[config.mk]
export PLATFORM = sky130hd
export DESIGN_NAME = counter_sequencer
export DESIGN_NICKNAME = d
export VERILOG_FILES = /design/src/rtl/counter_pkg.sv /design/src/rtl/counter_sequencer.sv
export SDC_FILE = /design/constraint.sdc
export NUM_CORES = 1
export LEC_CHECK = 0
export BUFFER_PORTS_ARGS = -buffer_cell sky130_fd_sc_hd__buf_2
export CORE_ASPECT_RATIO = 1.75
export CORE_MARGIN = 2
export CORE_UTILIZATION = 40
export CTS_CLUSTER_DIAMETER = 120
export DETAILED_ROUTE_END_ITERATION = 10
export MAX_ROUTING_LAYER = met4
export PLACE_DENSITY = 0.62
export SYNTH_ARGS = -nofsm -noshare
export SYNTH_HDL_FRONTEND = slang
export SYNTH_SLANG_ARGS = --single-unit
[constraint.sdc]
create_clock -name clk -period 2.1 [get_ports clk]
set_input_delay 0.63 -clock clk [delete_from_list [all_inputs] [get_ports clk]]
set_output_delay 0.63 -clock clk [all_outputs]
set_load 0.03 [all_outputs]
[src/rtl/counter_pkg.sv]
// Shared definitions for the counter sequencer: op/mode encodings,
// controller states and the per-mode counter modulus.
package counter_pkg;

    localparam logic [1:0] OP_CLR  = 2'd0;
    localparam logic [1:0] OP_RUN  = 2'd1;
    localparam logic [1:0] OP_HOLD = 2'd2;
    localparam logic [1:0] OP_SEEK = 2'd3;

    localparam logic MODE_BIN = 1'b0;
    localparam logic MODE_BCD = 1'b1;

    typedef enum logic [2:0] {
        ST_IDLE,
        ST_CLR,
        ST_RUN,
        ST_HOLD,
        ST_SEEK,
        ST_DONE
    } state_e;

    // Number of distinct counter values in the given mode.
    function automatic int unsigned modulus(
        input logic        mode,
        input int unsigned width
    );
        return (mode == MODE_BIN) ? (32'd1 << width) : 32'd10;
    endfunction

endpackage

[src/rtl/counter_sequencer.sv]
// Command-driven controller for universal_counter: turns CLR/RUN/HOLD/SEEK
// commands into clear/mode/incr/pause pin activity, one command at a time.
module counter_sequencer
    import counter_pkg::*;
#(
    parameter int WIDTH = 4,
    parameter int ARG_W = 8
) (
    input  logic             clk,
    input  logic             clear,
    input  logic             cmd_valid,
    output logic             cmd_ready,
    input  logic [1:0]       cmd_op,
    input  logic             cmd_mode,
    input  logic             cmd_incr,
    input  logic [ARG_W-1:0] cmd_arg,
    input  logic [WIDTH-1:0] count,
    output logic             cnt_clear,
    output logic             cnt_mode,
    output logic             cnt_incr,
    output logic             cnt_pause,
    output logic             done,
    output logic             err
);

    state_e           state_q;
    logic             ready_q;
    logic             pause_q;
    logic             clr_q;
    logic             done_q;
    logic             err_q;
    logic             mode_q;
    logic             incr_q;
    logic [ARG_W-1:0] rem_q;
    logic [ARG_W-1:0] tgt_q;
    logic             seek_hit;
    logic             arg_zero;
    logic             tgt_bad;

    assign seek_hit = (32'(count) == 32'(tgt_q));
    assign arg_zero = (cmd_arg == '0);
    assign tgt_bad  = (32'(cmd_arg) >= modulus(cmd_mode, WIDTH));

    // Output drive: system clear zeroes the counter directly; SEEK pauses
    // combinationally on a match so the target is never overshot.
    always_comb begin
        cmd_ready = ready_q & ~clear;
        cnt_clear = clear | clr_q;
        cnt_mode  = mode_q;
        cnt_incr  = incr_q;
        cnt_pause = (state_q == ST_SEEK) ? seek_hit : pause_q;
        done      = done_q;
        err       = err_q;
    end

    // Controller FSM with registered outputs set alongside each transition.
    always_ff @(posedge clk or posedge clear) begin
        if (clear) begin
            state_q <= ST_IDLE;
            ready_q <= 1'b1;
            pause_q <= 1'b1;
            clr_q   <= 1'b0;
            done_q  <= 1'b0;
            err_q   <= 1'b0;
            mode_q  <= MODE_BIN;
            incr_q  <= 1'b1;
            rem_q   <= '0;
            tgt_q   <= '0;
        end else begin
            ready_q <= 1'b0;
            pause_q <= 1'b1;
            clr_q   <= 1'b0;
            done_q  <= 1'b0;
            err_q   <= 1'b0;
            unique case (state_q)
                ST_IDLE: begin
                    ready_q <= 1'b1;
                    if (cmd_valid) begin
                        ready_q <= 1'b0;
                        mode_q  <= cmd_mode;
                        incr_q  <= cmd_incr;
                        rem_q   <= cmd_arg;
                        tgt_q   <= cmd_arg;
                        unique case (cmd_op)
                            OP_CLR: begin
                                state_q <= ST_CLR;
                                clr_q   <= 1'b1;
                            end
                            OP_RUN: begin
                                if (arg_zero) begin
                                    state_q <= ST_DONE;
                                    done_q  <= 1'b1;
                                end else begin
                                    state_q <= ST_RUN;
                                    pause_q <= 1'b0;
                                end
                            end
                            OP_HOLD: begin
                                if (arg_zero) begin
                                    state_q <= ST_DONE;
                                    done_q  <= 1'b1;
                                end else begin
                                    state_q <= ST_HOLD;
                                end
                            end
                            OP_SEEK: begin
                                if (tgt_bad) begin
                                    state_q <= ST_DONE;
                                    done_q  <= 1'b1;
                                    err_q   <= 1'b1;
                                end else begin
                                    state_q <= ST_SEEK;
                                end
                            end
                        endcase
                    end
                end
                ST_CLR: begin
                    state_q <= ST_DONE;
                    done_q  <= 1'b1;
                end
                ST_RUN: begin
                    if (rem_q == ARG_W'(1)) begin
                        state_q <= ST_DONE;
                        done_q  <= 1'b1;
                    end else begin
                        rem_q   <= rem_q - ARG_W'(1);
                        pause_q <= 1'b0;
                    end
                end
                ST_HOLD: begin
                    if (rem_q == ARG_W'(1)) begin
                        state_q <= ST_DONE;
                        done_q  <= 1'b1;
                    end else begin
                        rem_q <= rem_q - ARG_W'(1);
                    end
                end
                ST_SEEK: begin
                    if (seek_hit) begin
                        state_q <= ST_DONE;
                        done_q  <= 1'b1;
                    end
                end
                ST_DONE: begin
                    state_q <= ST_IDLE;
                    ready_q <= 1'b1;
                end
                default: begin
                    state_q <= ST_IDLE;
                    ready_q <= 1'b1;
                end
            endcase
        end
    end

endmodule

==> results of run 1 <==
## sequential cells by signal, indices dropped and copies added, names as in the netlist
| name | count |
|---|---|
| err | 1 |
| clr_q | 1 |
| rem_q | 8 |
| cnt_mode | 1 |
| ready_q | 1 |
| done | 1 |
| tgt_q | 8 |
| state_q | 3 |
| pause_q | 1 |
| cnt_incr | 1 |
## layer usage
| layer | track usage, % | vias up | share of wire (%) |
|---|---|---|---|
| li1 | - | 704 | - |
| met1 | 19.9 | 670 | 37 |
| met2 | 37.3 | 17 | 59 |
| met3 | 1.69 | 6 | 2.3 |
| met4 | 7.69 | 0 | 2.2 |
| met5 | - | - | 0 |
## cells in the final DEF (no fill, tap or decap), types with 2 or more instances in the layout
cell	count
a211o_1	2
a21oi_1	5
a311o_1	2
a31oi_1	3
a32oi_1	3
buf_2	24
buf_4	10
clkbuf_8	3
dfrtp_1	23
dfstp_2	3
ha_1	10
inv_1	14
nand2_1	28
nand2b_1	2
nand3_1	8
nor2_1	12
nor2_4	2
nor2b_1	3
nor3_1	5
nor3_2	2
o211ai_1	3
o21ai_0	3
o21ai_1	9
o22ai_1	3
o2bb2ai_1	2
o31ai_1	2
or3_1	2
or4_4	2
xor2_1	5
## cell families (layout without fill, tap and decap cells)
| kind of cell | count (synthesis) | count (layout) |
|---|---|---|
| AOI/OAI and AO/OA | 42 | 42 |
| xor gates and xnor gates | 5 | 5 |
| adders and majority gates | 10 | 10 |
| buffers and inverters | 21 | 52 |
| DFF | 26 | 26 |
| muxes | 1 | 1 |
| and+or+nand+nor | 77 | 77 |
## metrics by stage
| stage | hold WS (ns) | setup slack, ns | cells | setup TNS, ns | total power [uW] |
|---|---|---|---|---|---|
| finish | 0.420 | -0.167 | 261 | -0.167 | 2440 |
| global route | 0.453 | -0.249 | 261 | -0.249 | 2640 |
| CTS | 0.428 | -0.182 | 261 | -0.182 | 2480 |
| detailed placement | 0.457 | -0.0808 | 256 | -0.0808 | 1990 |
| global placement | 0.444 | -0.0761 | 256 | -0.0761 | 1960 |
| floorplan | 0.437 | 0.0170 | 182 | 0 | 1690 |
## area by class of cell
class                           count  area share (%)
Multi-Input combinational cell    135            46.6
Sequential cell                    26            33.8
Timing Repair Buffer               34            10.1
Tap cell                           48            3.10
Inverter                           14            2.71
Clock buffer                        3            2.13
Clock inverter                      1            1.55
## how the worst max path moves through the flow
stage,start,end,slack (ns),cells past startpoint
floorplan,count[0],cnt_pause,0.02,4
global placement,count[0],cnt_pause,-0.08,7
detailed placement,count[0],cnt_pause,-0.08,7
CTS,tgt_q[7],cnt_pause,-0.18,5
global route,tgt_q[7],cnt_pause,-0.25,5
finish,tgt_q[7],cnt_pause,-0.17,5
## repair_timing
item,4_1_cts,5_1_grt
endpoints found under the hold margin,0,0
pin swaps,3,0
hold buffers,0,0
setup endpoints to repair,1,1
cloned,0,0
gates resized for setup,6,0
setup buffers,1,0
## where the power goes
part	internal, uW	switching, uW
registers	728	203
logic	455	635
clock network	255	168
## tightest hold or removal path: cells and delay by family
family | cells | cell delay (ns)
buffers and inverters | 3 | 0.48
==> impl_metrics.env, run 1 <==
export IMPL_fp_dieH_um=88.7
export IMPL_fin_area_sq_um=1940
export IMPL_finish_utilization_pct=49.6
export IMPL_synth_mux_area_fraction_pct=0.610
export IMPL_synth_edf_count=0
export IMPL_synth_area_sq_um=1640
export IMPL_synth_xor_xnor_area_share_pct=2.67
export IMPL_numCtsBuffers=3
export IMPL_power_leakage_uw=0.000927
export IMPL_synth_avg_cell_area_sq_um=9.01
export IMPL_yosys_warnings=0
export IMPL_layout_drive_gt1_share_pct=26.3
export IMPL_regToRegSetupSlack_ns=0.34
export IMPL_slew_headroom_pct=74.6
export IMPL_syn_num_nets=211
export IMPL_grt_max_degree=27
export IMPL_multi_input_area_sq_um=903
export IMPL_worst_setup_path_type="register to output pin"
export IMPL_antenna_left=0
export IMPL_die_x_um=52.4
export IMPL_io_buffers=25
export IMPL_r2r_start="rem_q[1]"
export IMPL_irDropWorstVdd_mv=0.538
export IMPL_startpoint_type="register"
export IMPL_ys_seq_area_share_pct=39.9
export IMPL_post_dp_cell_area_sq_um=1840
export IMPL_synth_compound_area_share_pct=17.5
export IMPL_yosys_register_bits=26
export IMPL_setup_viol=1
export IMPL_yosysMostFrequentCell="nand2_1"
export IMPL_r2r_cells=6
export IMPL_worst_pin_slew_ns=0.379
export IMPL_grt_pass1_vias=1449
export IMPL_hpwl_um=2990
export IMPL_worstPathRequired_ns=1.47
export IMPL_dieArea_sq_um=4650
export IMPL_finClkSkew_ns=0.00740
export IMPL_synthSimpleGateAreaFrac_pct=25.6
export IMPL_gp_congestion=0.813
export IMPL_dr_pass1_iters=4
export IMPL_synth_cell_types=46
export IMPL_cts_path_max_buffers=2
export IMPL_endpoint_kind="output pin"
export IMPL_finalNetCount=243
export IMPL_status="finished with violations"
export IMPL_rsz0062_at_grt="true"
export IMPL_grt_overflow=0
export IMPL_synth_top_cells_by_area="dfrtp_1, ha_1, nand2_1"
export IMPL_viasPerCell=5.35
export IMPL_synth_async_sr_flop_share_pct=100
export IMPL_hold_class="input port to async pin"
export IMPL_htree_levels=1
export IMPL_path_max_fanout=2
export IMPL_violations="setup timing"
export IMPL_rows=30
export IMPL_clock_sinks=26
export IMPL_finalCritPeriodShare_pct=108
export IMPL_maxCapViolations=0
export IMPL_synth_top_family_by_area="simple AND/OR/NAND/NOR gates"
export IMPL_route_vias_total=1397
export IMPL_grt_antenna_before_repair=0
export IMPL_fmax_mhz=441
export IMPL_core_area_sq_um=3900
export IMPL_syn_inst=182
export IMPL_crit_slowest_cell="or4_4"
export IMPL_n_antenna_cell=0
export IMPL_min_period_ns=2.27
export IMPL_grt_pass1_wl_um=6600
export IMPL_critPathArrivalTime_ns=1.64
export IMPL_start_util_pct=42.0
export IMPL_synth_commonest_cells="nand2_1, dfrtp_1, inv_1"
export IMPL_synth_top_area_share_pct=35.1
export IMPL_clk_pin_slew_worst_paths_ns=0.10
export IMPL_path_cells="or4_4, nor2_4, nand3_2, o21ai_1, buf_4"
export IMPL_hold_violations=0
export IMPL_io_pins=26
export IMPL_drt_iter0_drc=43
export IMPL_cts_tree="built"
export IMPL_wl_um=3850
export IMPL_cp_top_family="simple AND/OR/NAND/NOR gates"
export IMPL_clk_latency_ns=0.28
export IMPL_critPathMaxStageDelay_ns=0.55
export IMPL_drc=0
export IMPL_synthFlopType="dfrtp_1"
export IMPL_cts_root_buffer="clkbuf_8"
export IMPL_maxSlewViolCount=0
export IMPL_timing_rr_end="state_q[0]"
export IMPL_synth_fa_ha_area_share_pct=7.63
export IMPL_grt_use_total_pct=19.7
export IMPL_area_delta_synth_final_pct=18.1
export IMPL_seqCellArea_sq_um=654
export IMPL_synth_top_area_cell="dfrtp_1"
export IMPL_path_buf_inv=1
export IMPL_fillers=408
export IMPL_drt_wirelength_per_cell_um=14.8
export IMPL_finalWorstSetupSlack_ns=-0.167
export IMPL_power_density_nw_per_um2=1260
Power figures use the tool's default switching activity.
==> run 2: changes to the inputs <==
--- a/config.mk
+++ b/config.mk
@@ -8,11 +8,12 @@
 export BUFFER_PORTS_ARGS = -buffer_cell sky130_fd_sc_hd__buf_2
 export CORE_ASPECT_RATIO = 1.75
 export CORE_MARGIN = 2
-export CORE_UTILIZATION = 40
+export CORE_UTILIZATION = 45
 export CTS_CLUSTER_DIAMETER = 120
 export DETAILED_ROUTE_END_ITERATION = 10
 export MAX_ROUTING_LAYER = met4
-export PLACE_DENSITY = 0.62
+export PLACE_DENSITY = 0.68
 export SYNTH_ARGS = -nofsm -noshare
 export SYNTH_HDL_FRONTEND = slang
 export SYNTH_SLANG_ARGS = --single-unit
+export TNS_END_PERCENT = 20
==> run 2 against run 1 <==
Net effect:
- the run still ends with setup timing left
- sequential power is 1% higher
- register-to-register slack better by 0.02 ns
- sequential share of layout area is 0.18 points higher
- hold slack better by 0.0038 ns
- routed wire length is 5.3% lower
- clock-buffer cell count stayed put
- combinational power hardly changed
- critical endpoint unchanged
- design area is 0.52% lower
- fmax hardly changed
- largest power group unchanged
- non-clock buffer count is 2 lower
- clock skew is 0.0035 ns lower
==> impl_metrics.env, run 2 (same netlist as run 1, synthesis figures left out) <==
export IMPL_power_leakage_uw=0.000921
export IMPL_start_util_pct=46.1
export IMPL_critPathArrivalTime_ns=1.64
export IMPL_fp_dieH_um=83.9
export IMPL_fin_cells=257
export IMPL_layout_drive_gt1_share_pct=26.1
export IMPL_htree_levels=1
export IMPL_power_density_nw_per_um2=1260
export IMPL_drt_iter0_drc=50
export IMPL_rows=29
export IMPL_io_pins=26
export IMPL_fmax_mhz=441
export IMPL_grt_pass1_wl_um=6160
export IMPL_min_period_ns=2.27
export IMPL_finClkSkew_ns=0.00387
export IMPL_area_delta_synth_final_pct=17.5
export IMPL_maxCapViolations=0
export IMPL_io_buffers=25
export IMPL_wl_um=3650
export IMPL_irDropWorstVdd_mv=0.614
export IMPL_rsz0062_at_grt="true"
export IMPL_finalNetCount=241
export IMPL_core_area_sq_um=3560
export IMPL_post_dp_cell_area_sq_um=1810
export IMPL_numCtsBuffers=3
export IMPL_setup_tns_ns=-0.169
export IMPL_fin_area_sq_um=1930
export IMPL_grt_pass1_vias=1355
export IMPL_setup_viol=1
export IMPL_hpwl_um=2730
export IMPL_maxSlewViolCount=0
export IMPL_route_vias_total=1400
export IMPL_worst_setup_path_type="register to output pin"
export IMPL_clk_latency_ns=0.27
export IMPL_grt_use_total_pct=19.6
export IMPL_cts_tree="built"
export IMPL_top_regs="rem_q (8), tgt_q (8), state_q (3)"
export IMPL_grt_max_degree=27
export IMPL_hold_violations=0
export IMPL_drt_wirelength_per_cell_um=14.2
export IMPL_violations="setup timing"
export IMPL_status="finished with violations"
export IMPL_dieArea_sq_um=4160
export IMPL_hold_class="input port to async pin"
export IMPL_final_cell_mix="nand2_1, buf_2, dfrtp_1"
export IMPL_grt_overflow=0
export IMPL_cts_root_buffer="clkbuf_8"
export IMPL_fillers=352
export IMPL_cts_path_max_buffers=2
export IMPL_antenna_left=0
export IMPL_endpoint_kind="output pin"
export IMPL_viasPerCell=5.45
export IMPL_path_max_fanout=2
export IMPL_clk_pin_slew_worst_paths_ns=0.09
export IMPL_gp_congestion=0.862
export IMPL_placed_cells=251
export IMPL_final_common_cell="nand2_1"
export IMPL_drc=0
export IMPL_dr_pass1_iters=4
export IMPL_die_x_um=49.6
export IMPL_slew_headroom_pct=71.6
export IMPL_clock_sinks=26
export IMPL_grt_antenna_before_repair=0
export IMPL_worst_pin_slew_ns=0.422
export IMPL_hold_buffers=0
export IMPL_worstPathRequired_ns=1.47
export IMPL_startpoint_type="register"
export IMPL_finalCritPeriodShare_pct=108
export IMPL_n_antenna_cell=0
export IMPL_finalWorstSetupSlack_ns=-0.169
export IMPL_hold_ws_ns=0.424
-- run 2: cell count changes in the layout (fill, tap and decap cells not counted), sizes merged --
cell  previous run  this run
buf             34        32
-- run 2: path summary, 6_finish.rpt --
check	depth (start not counted)	end	slack (ns)	start
max in group asynchronous	3	cnt_incr	1.38	clear
setup reg to reg	6	state_q[0]	0.36	rem_q[1]
hold reg to reg	2	cnt_incr	0.46	cnt_incr
hold / removal	3	tgt_q[1]	0.42	clear
setup / recovery	5	cnt_pause	-0.17	tgt_q[7]
min in group clk	2	cnt_incr	0.46	cnt_incr
-- run 2: metal layers --
layer,wire length (um),up-vias,global-route usage [%],share of wire [%]
li1,-,698,-,-
met1,1500,648,22.8,41
met2,1940,44,34.2,53
met3,133,10,1.61,3.6
met4,74,0,7.58,2.0
met5,0,-,-,0
-- run 2: cell type report --
type                       instances  area (sq um)  area share (%)
tap                               46          57.6            2.99
inverter                          14          52.6            2.73
sequential                        26           654            34.0
multi-input combinational        135           907            47.1
clock inverter                     1          30.0            1.56
timing repair buffer              32           184            9.55
clock buffer                       3          41.3            2.14
-- run 2: power breakdown --
part | switching [uW] | internal (uW)
Sequential | 213 | 728
Clock | 163 | 255
Combinational | 616 | 448
-- run 2: through the flow --
step           setup WS [ns]  total power (uW)  util [%]
6_report              -0.169              2420      54.2
5_1_grt               -0.244              2620      54.2
4_1_cts               -0.194              2380      53.4
3_5_place_dp         -0.0876              1930      51.0
3_3_place_gp         -0.0794              1920      51.0
2_1_floorplan         0.0170              1690         -
-- run 2: repair_timing --
item | 4_1_cts | 5_1_grt
setup buffers | 1 | 1
endpoints found under the setup margin | 1 | 1
gates resized for setup | 3 | 5
pin swaps | 1 | 3
-- run 2: critical path, stage by stage (launching register included) --
cell,delay [ns]
dfrtp_1,0.40
or4_4,0.55
nor2_4,0.13
nand3_2,0.07
o21ai_2,0.07
buf_6,0.14
